--- src/rtl/switch_matrix_pkg.sv ---
// Shared definitions for the MT8816 crosspoint switch-matrix controller:
// host opcodes, FSM state codes, cmd_data field offsets and the X-address
// remap applied when a command is popped from the queue.
package switch_matrix_pkg;

    localparam logic [1:0] OP_NOP       = 2'd0;
    localparam logic [1:0] OP_WRITE     = 2'd1;
    localparam logic [1:0] OP_RESET_ONE = 2'd2;
    localparam logic [1:0] OP_RESET_ALL = 2'd3;

    typedef enum logic [3:0] {
        S_IDLE    = 4'd0,
        S_INIT    = 4'd1,
        S_SETUP   = 4'd2,
        S_GAP     = 4'd3,
        S_LOAD    = 4'd4,
        S_STROBE  = 4'd5,
        S_HOLD    = 4'd6,
        S_CHIPRST = 4'd7
    } state_t;

    // cmd_data layout
    localparam int X_LSB    = 0;   // [3:0] X code
    localparam int IDX_LSB  = 4;   // [6:4] chip index
    localparam int Y_LSB    = 7;   // [9:7] Y address
    localparam int DATA_BIT = 11;  // 1 = close switch

    // queued entry is {op, data}
    localparam int CMD_W = 18;

    // The MT8816 AX decode skips codes 6/7 in the middle of the X range,
    // so logical X 6..11 sit two codes higher and logical 12/13 land on 6/7.
    function automatic logic [3:0] remap_ax(input logic [3:0] x);
        logic [3:0] r;
        r = x;
        if (x >= 4'd6 && x <= 4'd11) r = x + 4'd2;
        else if (x == 4'd12)         r = 4'd6;
        else if (x == 4'd13)         r = 4'd7;
        return r;
    endfunction

endpackage

--- src/rtl/sw_cmd_fifo.sv ---
// Show-ahead command FIFO for the switch-matrix controller.
// Ports:
//   clk, rst_n      clock, asynchronous active-low reset (empties the FIFO)
//   push, wdata     write one {op,data} entry (caller guarantees !full)
//   pop             drop the head entry (caller guarantees !empty)
//   rdata           current head entry, valid whenever !empty
//   full, empty     occupancy flags
module sw_cmd_fifo
    import switch_matrix_pkg::*;
#(
    parameter int DEPTH = 4
) (
    input  logic             clk,
    input  logic             rst_n,
    input  logic             push,
    input  logic [CMD_W-1:0] wdata,
    input  logic             pop,
    output logic [CMD_W-1:0] rdata,
    output logic             full,
    output logic             empty
);

    localparam int AW = $clog2(DEPTH);

    logic [CMD_W-1:0] mem [DEPTH];
    // one extra pointer bit distinguishes full from empty when the
    // address bits match; wrap is just natural binary overflow
    logic [AW:0]      wr_ptr;
    logic [AW:0]      rd_ptr;

    always_ff @(posedge clk or negedge rst_n) begin
        if (!rst_n) begin
            wr_ptr <= '0;
            rd_ptr <= '0;
        end else begin
            if (push) wr_ptr <= wr_ptr + 1'b1;
            if (pop)  rd_ptr <= rd_ptr + 1'b1;
        end
    end

    always_ff @(posedge clk) begin
        if (push) mem[wr_ptr[AW-1:0]] <= wdata;
    end

    assign rdata = mem[rd_ptr[AW-1:0]];
    assign empty = (wr_ptr == rd_ptr);
    assign full  = (wr_ptr[AW] != rd_ptr[AW]) &&
                   (wr_ptr[AW-1:0] == rd_ptr[AW-1:0]);

endmodule

--- src/rtl/switch_matrix_ctrl.sv ---
// Controller for NUM_SW MT8816 crosspoint chips on a shared AX/AY/DATA/STROBE
// bus with per-chip CS and RESET. Host commands are queued, then sequenced
// one at a time with parameterised bus timing. Every reset release runs a
// power-on clear of all chips before commands are accepted.
// Ports:
//   clk, rst_n              clock, asynchronous active-low reset
//   cmd_valid/cmd_ready     host command handshake (NOPs are swallowed)
//   cmd_op, cmd_data        opcode and {DATA, Y, chip index, X} fields
//   rdy                     idle with nothing queued
//   state                   FSM state code (debug)
//   err                     one-cycle pulse: popped command had a bad chip index
//   RESET_SW, CS_SW         per-chip RESET and chip select
//   AX, AY, STROBE, DATA    shared crosspoint bus
module switch_matrix_ctrl
    import switch_matrix_pkg::*;
#(
    parameter int NUM_SW     = 2,
    parameter int FIFO_DEPTH = 4,
    parameter int T_RESET    = 6,
    parameter int T_SETUP    = 2,
    parameter int T_STROBE   = 3,
    parameter int T_HOLD     = 2,
    parameter int T_GAP      = 1
) (
    input  logic              clk,
    input  logic              rst_n,
    input  logic              cmd_valid,
    output logic              cmd_ready,
    input  logic [1:0]        cmd_op,
    input  logic [15:0]       cmd_data,
    output logic              rdy,
    output logic [3:0]        state,
    output logic              err,
    output logic [NUM_SW-1:0] RESET_SW,
    output logic [NUM_SW-1:0] CS_SW,
    output logic [3:0]        AX,
    output logic [2:0]        AY,
    output logic              STROBE,
    output logic              DATA
);

    state_t             state_q;
    logic [7:0]         cnt;        // shared phase down-counter (T_* <= 256)

    logic               fifo_push;
    logic               fifo_pop;
    logic               fifo_full;
    logic               fifo_empty;
    logic [CMD_W-1:0]   fifo_dout;

    logic [1:0]         head_op;
    logic [2:0]         head_idx;
    logic               head_bad;

    // command captured at pop, driven onto the bus in S_LOAD
    logic [1:0]         sel_op;
    logic [2:0]         sel_idx;
    logic [3:0]         sel_x;
    logic [2:0]         sel_y;
    logic               sel_d;
    logic [NUM_SW-1:0]  sel_mask;

    logic               unused_head_bits;

    assign cmd_ready = (state_q != S_INIT) && !fifo_full;
    assign fifo_push = cmd_valid && cmd_ready && (cmd_op != OP_NOP);
    assign fifo_pop  = (state_q == S_IDLE) && !fifo_empty;

    sw_cmd_fifo #(
        .DEPTH (FIFO_DEPTH)
    ) u_fifo (
        .clk   (clk),
        .rst_n (rst_n),
        .push  (fifo_push),
        .wdata ({cmd_op, cmd_data}),
        .pop   (fifo_pop),
        .rdata (fifo_dout),
        .full  (fifo_full),
        .empty (fifo_empty)
    );

    assign head_op  = fifo_dout[17:16];
    assign head_idx = fifo_dout[IDX_LSB +: 3];
    // RESET_ALL addresses every chip, so its index field is don't-care
    assign head_bad = (head_op != OP_RESET_ALL) && (int'(head_idx) >= NUM_SW);
    assign unused_head_bits = ^{fifo_dout[15:12], fifo_dout[10]};

    assign sel_mask = NUM_SW'(1) << sel_idx;
    assign rdy      = (state_q == S_IDLE) && fifo_empty;
    assign state    = state_q;

    always_ff @(posedge clk or negedge rst_n) begin
        if (!rst_n) begin
            state_q  <= S_INIT;
            cnt      <= '0;
            sel_op   <= OP_NOP;
            sel_idx  <= '0;
            sel_x    <= '0;
            sel_y    <= '0;
            sel_d    <= 1'b0;
            err      <= 1'b0;
            RESET_SW <= '0;
            CS_SW    <= '0;
            AX       <= '0;
            AY       <= '0;
            STROBE   <= 1'b0;
            DATA     <= 1'b0;
        end else begin
            err <= 1'b0;
            case (state_q)
                // RESET_SW still low means the clear has not started yet
                S_INIT: begin
                    if (RESET_SW == '0) begin
                        RESET_SW <= '1;
                        cnt      <= 8'(T_RESET - 1);
                    end else if (cnt == '0) begin
                        RESET_SW <= '0;
                        cnt      <= 8'(T_GAP - 1);
                        state_q  <= S_GAP;
                    end else begin
                        cnt <= cnt - 1'b1;
                    end
                end
                S_IDLE: begin
                    if (!fifo_empty) begin
                        if (head_bad) begin
                            err <= 1'b1;
                        end else begin
                            sel_op  <= head_op;
                            sel_idx <= head_idx;
                            sel_x   <= remap_ax(fifo_dout[X_LSB +: 4]);
                            sel_y   <= fifo_dout[Y_LSB +: 3];
                            sel_d   <= fifo_dout[DATA_BIT];
                            state_q <= S_LOAD;
                        end
                    end
                end
                S_LOAD: begin
                    AX   <= sel_x;
                    AY   <= sel_y;
                    DATA <= sel_d;
                    if (sel_op == OP_WRITE) begin
                        CS_SW   <= sel_mask;
                        cnt     <= 8'(T_SETUP - 1);
                        state_q <= S_SETUP;
                    end else begin
                        RESET_SW <= (sel_op == OP_RESET_ALL) ? '1 : sel_mask;
                        cnt      <= 8'(T_RESET - 1);
                        state_q  <= S_CHIPRST;
                    end
                end
                S_SETUP: begin
                    if (cnt == '0) begin
                        STROBE  <= 1'b1;
                        cnt     <= 8'(T_STROBE - 1);
                        state_q <= S_STROBE;
                    end else begin
                        cnt <= cnt - 1'b1;
                    end
                end
                S_STROBE: begin
                    if (cnt == '0) begin
                        STROBE  <= 1'b0;
                        cnt     <= 8'(T_HOLD - 1);
                        state_q <= S_HOLD;
                    end else begin
                        cnt <= cnt - 1'b1;
                    end
                end
                S_HOLD: begin
                    if (cnt == '0) begin
                        CS_SW   <= '0;
                        cnt     <= 8'(T_GAP - 1);
                        state_q <= S_GAP;
                    end else begin
                        cnt <= cnt - 1'b1;
                    end
                end
                S_CHIPRST: begin
                    if (cnt == '0) begin
                        RESET_SW <= '0;
                        cnt      <= 8'(T_GAP - 1);
                        state_q  <= S_GAP;
                    end else begin
                        cnt <= cnt - 1'b1;
                    end
                end
                S_GAP: begin
                    if (cnt == '0) state_q <= S_IDLE;
                    else           cnt     <= cnt - 1'b1;
                end
                default: state_q <= S_IDLE;
            endcase
        end
    end

endmodule

--- config.mk ---
export PLATFORM = sky130hd
export DESIGN_NAME = switch_matrix_ctrl
export DESIGN_NICKNAME = d
export VERILOG_FILES = /design/src/rtl/switch_matrix_pkg.sv /design/src/rtl/sw_cmd_fifo.sv /design/src/rtl/switch_matrix_ctrl.sv
export SDC_FILE = /design/constraint.sdc
export NUM_CORES = 1
export LEC_CHECK = 0
export BUFFER_PORTS_ARGS = -buffer_cell sky130_fd_sc_hd__clkbuf_2
export CAP_MARGIN = 30
export CORE_AREA = 2 2 104 106
export CTS_CLUSTER_DIAMETER = 80
export DETAILED_ROUTE_END_ITERATION = 8
export DIE_AREA = 0 0 106 108
export GPL_TIMING_DRIVEN = 0
export PLACE_DENSITY = 0.67
export SYNTH_ARGS = -nofsm -noshare
export SYNTH_HDL_FRONTEND = slang
export SYNTH_HIERARCHICAL = 1
export SYNTH_SLANG_ARGS = --single-unit
export TNS_END_PERCENT = 30
--- constraint.sdc ---
create_clock -name clk -period 3.3 [get_ports clk]
set_clock_uncertainty 0.05 [all_clocks]
set_input_delay 0.66 -clock clk [delete_from_list [all_inputs] [get_ports clk]]
set_output_delay 0.66 -clock clk [all_outputs]
set_load 0.05 [all_outputs]
==> results of run 1 <==
## layer usage
metal / routed length [µm] / GRT usage
met5: 0 / 0
met4: 96 / 0.0508
met3: 429 / 0.0368
met2: 3730 / 0.230
met1: 3510 / 0.195
## state kept, by name (all words and copies together), names as in the netlist
name           flops
cnt                8
sel_d              1
u_fifo/mem        52
u_fifo/wr_ptr      3
sel_x              4
state              3
STROBE             1
CS_SW              2
sel_idx            3
AX                 4
sel_y              3
u_fifo/rd_ptr      3
DATA               1
sel_op             2
RESET_SW           2
err                1
AY                 3
## report_power, final
group	internal, W	total, W	switching [W]
clock network	0.000304	0.000767	0.000463
logic	0.000770	0.00198	0.00121
registers	0.00162	0.00185	0.000221
## worst paths after layout
check                                   endpoint  slack, ps  depth (start not counted)
worst min register to register          sel_x[1]        440                          2
min in group clk                        sel_x[1]        440                          2
worst min-delay path                      cnt[5]        150                          1
worst max register to register  u_fifo/mem[3][8]        440                          5
max in group asynchronous                  AY[1]       2540                          2
worst max-delay path                         rdy        410                          5
## through the flow
step | utilization | total power [W]
floorplan | - | 0.00339
finish | 0.476 | 0.00460
CTS | 0.476 | 0.00464
global route | 0.476 | 0.00490
global placement | 0.454 | 0.00381
detailed placement | 0.456 | 0.00387
## critical path: stages, from the launching register on
cell,delay (ps)
dfrtp_1,430
buf_6,180
xor2_1,180
nor3b_1,520
and2_1,220
clkbuf_2,280
## final cells by class
class | count | share of cell area
sequential | 96 | 0.547
multi-input combinational | 185 | 0.305
timing repair buffer | 35 | 0.0391
tap | 136 | 0.0349
clock buffer | 9 | 0.0254
buffer | 15 | 0.0213
clock inverter | 7 | 0.0167
inverter | 13 | 0.0100
==> qor.yml, run 1 <==
setup_path:
  r2r-start: "state[2]"
  critPathCaptureType: "primary output"
  cp-start-kind: "flip-flop"
  worst-path-max-fanout: 9
  startpoint: "u_fifo/rd_ptr[0]"
  arrival_ps: 2180
  critical_path_class: "flip-flop to primary output"
  required_ps: 2590
floorplan:
  fp.coreArea_um2: 10200
  num_rows: 37
  ios: 41
  die-area_um2: 11400
  die_h_um: 108
  initial_core_util: 0.421
  die-width_um: 106
global_routing:
  grt_usage: 0.145
  antenna_found_initial: 0
  grt_max_degree: 31
  grt_overflow_total: 0
  grt_pass1_wl_um: 12700
  grt_pass1_vias: 2552
synth:
  postSynthCellCount: 309
  synth.cell_area_um2: 4300
  yosys_warnings: 6
  syn_nets: 338
  syn_avg_cell_area_um2: 13.9
clock_tree:
  cts-root-buf: "clkbuf_8"
  cts_resized: 0
  cts-htree-levels: 3
  cts.path.max_buffers: 2
  post_cts_buffers: 0
  cts_tree: "built"
  hold_buffers: 0
  clk_latency_ps: 370
  cts_buffers: 9
  path_clk_slew_ps: 110
  numClockSinks: 96
finish:
  final_cell_mix: "52 x edfxtp_1, 43 x dfrtp_1, 34 x clkbuf_2"
  final-seq-area_um2: 2660
  final_common_cell: "edfxtp_1"
  antenna_cells: 0
  drive_gt1_frac: 0.286
  multi_input_comb_area_um2: 1490
  fin_area_um2: 4870
  nNetsFinal: 384
  final_cells: 496
  syn_to_final_growth_pct: 13.1
  fill_cells: 909
timing:
  report.final.slew_viol_count: 0
  fmax_ghz: 0.346
  finalHoldViolCount: 0
  setup_ws_ps: 409
  tightest_slew_ps: 757
  finalSetupViolations: 0
  period_needed_ps: 2890
  slew_headroom: 0.495
  fin_setup_tns_ps: 0
  hold_ws_ps: 152
  fin_crit_sh: 0.876
  rsz0062_at_grt: "no"
route:
  dr.pass1.iters: 5
  wl_per_cell_um: 15.7
  vias: 2640
  drt_wl_total_um: 7770
  drtIter0Drc: 173
  ant_nets: 0
  drc: 0
  via_per_inst: 5.32
run_status:
  status: "finished clean"
worst_hold_path:
  holdCritPathClass: "input port to async pin"
place:
  placed_cells_incl_taps: 480
  dp_hpwl_um: 5450
  dpl_cell_area_um2: 4660
  io_buffers: 34
  dp_slack_ps: 463
  gp_congestion: 0.865
power:
  p_per_area_nw_per_um2: 944
  ir_drop_mv: 0.396
  p_leak_nw: 1.94
run:
  drv_cap: 0
No activity file was read; power rests on OpenSTA's default activity.
==> run 2, diff against run 1 <==
--- a/config.mk
+++ b/config.mk
@@ -5,14 +5,14 @@
 export SDC_FILE = /design/constraint.sdc
 export NUM_CORES = 1
 export LEC_CHECK = 0
-export BUFFER_PORTS_ARGS = -buffer_cell sky130_fd_sc_hd__clkbuf_2
 export CAP_MARGIN = 30
 export CORE_AREA = 2 2 104 106
 export CTS_CLUSTER_DIAMETER = 80
 export DETAILED_ROUTE_END_ITERATION = 8
 export DIE_AREA = 0 0 106 108
+export DONT_BUFFER_PORTS = 1
 export GPL_TIMING_DRIVEN = 0
-export PLACE_DENSITY = 0.67
+export PLACE_DENSITY = 0.64
 export SYNTH_ARGS = -nofsm -noshare
 export SYNTH_HDL_FRONTEND = slang
 export SYNTH_HIERARCHICAL = 1
==> run 2 against run 1 <==
Global-route usage rose by 0.64 points; worst hold slack got worse by 99 ps; largest cell class unchanged; final cell count down 6.9%; via count down 4.4%; critical endpoint unchanged; total power is 1.2% lower.
==> qor.yml, run 2 (synthesis gave the netlist of run 1 again) <==
route:
  vias: 2524  # -4.4%
  drtIter0Drc: 97  # -44%
  wl_per_cell_um: 17.4  # +11%
  dr.pass1.iters: 4  # -1
  via_per_inst: 5.46  # +2.6%
  ant_nets: 0  # unchanged
  drc: 0  # unchanged
  drt_wl_total_um: 8020  # +3.2%
setup_path:
  r2r-start: "state[2]"
  regToRegEndpoint: "u_fifo/mem[3][5]"
  path_cells: "buf_2 > clkbuf_1 > nor3_1 > and2_1"
  reg2reg_depth: 5  # unchanged
  crit_cells: 4  # -1
  crit_buf_inv: 2  # unchanged
  startpoint: "state[1]"
  crit_slowest_cell: "dfrtp_1"
  rrSetupSlack_ps: 300  # -140 ps
  slowest_delay_ps: 570  # +50 ps
  cpLargestDelayFamily: "simple AND/OR/NAND/NOR gates"
  arrival_ps: 2440  # +260 ps
  required_ps: 2590  # about the same
  endpoint: "rdy"
  worst-path-max-fanout: 10  # +1
  cp-start-kind: "flip-flop"
  critical_path_class: "flip-flop to primary output"
  critPathCaptureType: "primary output"
finish:
  multi_input_comb_area_um2: 1500  # +0.50%
  final-seq-area_um2: 2660  # unchanged
  drive_gt1_frac: 0.227  # -0.0591
  fill_cells: 909  # unchanged
  largest_reg_flops: 52  # unchanged
  fin_util: 0.462  # -0.0144
  final_cell_mix: "52 x edfxtp_1, 43 x dfrtp_1, 20 x nand2_1"
  final_common_cell: "edfxtp_1"
  nNetsFinal: 350  # -8.9%
  syn_to_final_growth_pct: 9.71
  antenna_cells: 0  # unchanged
  fin_area_um2: 4720  # -3.0%
clock_tree:
  cts_buffers: 9  # unchanged
  path_clk_slew_ps: 120  # about the same
  cts-htree-levels: 3  # unchanged
  cts-root-buf: "clkbuf_8"
  cts_tree: "built"
  clk_latency_ps: 370  # about the same
  cts.path.max_buffers: 2  # unchanged
  numClockSinks: 96  # unchanged
global_routing:
  grt_usage: 0.151  # +0.00638
  antenna_found_initial: 0  # unchanged
  grt_overflow_total: 0  # unchanged
  grt_pass1_wl_um: 13100  # +2.9%
  grt_max_degree: 44  # +42%
  grt_pass1_vias: 2516  # -1.4%
floorplan:
  die-width_um: 106  # unchanged
  ios: 41  # unchanged
  die_h_um: 108  # unchanged
  initial_core_util: 0.421  # unchanged
  die-area_um2: 11400  # unchanged
  num_rows: 37  # unchanged
  fp.coreArea_um2: 10200  # unchanged
run:
  drv_cap: 0  # unchanged
timing:
  fin_setup_tns_ps: 0  # unchanged
  period_needed_ps: 3150  # +257 ps
  report.final.slew_viol_count: 0  # unchanged
  finalHoldViolCount: 0  # unchanged
  rsz0062_at_grt: "no"
  fmax_ghz: 0.318  # -8.2%
  fin_crit_sh: 0.954  # +0.0777
  finalSetupViolations: 0  # unchanged
  slew_headroom: 0.593  # +0.0982
  tightest_slew_ps: 610  # -147 ps
  hold_ws_ps: 52.7  # -99.3 ps
place:
  gp_congestion: 0.880  # +1.6%
  dp_hpwl_um: 5450  # about the same
  dpl_cell_area_um2: 4470  # -4.1%
  io_buffers: 0  # -100%
power:
  p_per_area_nw_per_um2: 962  # +1.9%
  ir_drop_mv: 0.373  # -5.7%
  p_leak_nw: 1.80  # -6.9%
  total_power_w: 0.00454  # -1.2%
worst_hold_path:
  holdCritPathClass: "input port to async pin"
run_status:
  status: "finished clean"
run 2: changes by cell type in the layout (fill, tap and decap cells not counted):
cell      previous run  this run
nor2_1              17        16
and2_1               5         1
buf_16               0         1
and2_2               0         4
clkbuf_2            34         0
clkinv_4             1         0
buf_12               1         0
nor2_2               0         1
clkinv_8             2         3
run 2: what timing repair did:
item | CTS | global route
setup buffers | 0 | 0
endpoints found under the hold margin | 43 | 0
resized for setup | 1 | 4
hold buffers | 1 | 0
cloned | 0 | 0
setup endpoints to repair | 1 | 53
run 2: worst min-delay path by stage:
stage | cells past startpoint | end | start | slack (ps)
floorplan | 0 | AX[0] | rst_n | 310
global placement | 0 | cnt[6] | rst_n | 320
detailed placement | 0 | cnt[7] | rst_n | 320
CTS | 0 | state[0] | rst_n | 50
global route | 0 | state[0] | rst_n | 40
finish | 1 | cnt[3] | rst_n | 50
run 2: per-stage QoR:
| step | instances | worst slack [ps] |
|---|---|---|
| after floorplan | 309 | 620 |
| after global placement | 445 | 127 |
| after detailed placement | 445 | 52.4 |
| after CTS | 462 | 15.7 |
| after global routing | 462 | 16.1 |
| final | 462 | 153 |
run 2: final cells by class:
type / count / share of cell area
Timing Repair Buffer: 1 / 0.00583
Buffer: 15 / 0.0220
Sequential cell: 96 / 0.564
Clock inverter: 7 / 0.0188
Tap cell: 136 / 0.0360
Inverter: 13 / 0.0103
Clock buffer: 9 / 0.0262
Multi-Input combinational cell: 185 / 0.317
run 2: routing by layer:
metal	track usage	up-vias	wire, µm
li1	-	1176	-
met1	0.205	1270	3640
met2	0.231	66	3830
met3	0.0392	12	392
met4	0.0658	0	154
met5	0	-	0
run 2: report_power, final:
part | switching, W | leakage (nW) | total [W] | internal [W]
registers | 0.000518 | 1.01 | 0.00214 | 0.00162
clock network | 0.000478 | 0.107 | 0.000787 | 0.000309
logic | 0.000905 | 0.686 | 0.00162 | 0.000712
run 2: worst reg2reg max path, stage by stage (launching register included):
cell and delay (ps):
dfrtp_1 740, buf_2 330, buf_1 370, nor2_1 150, nor3_1 510, and2_2 520
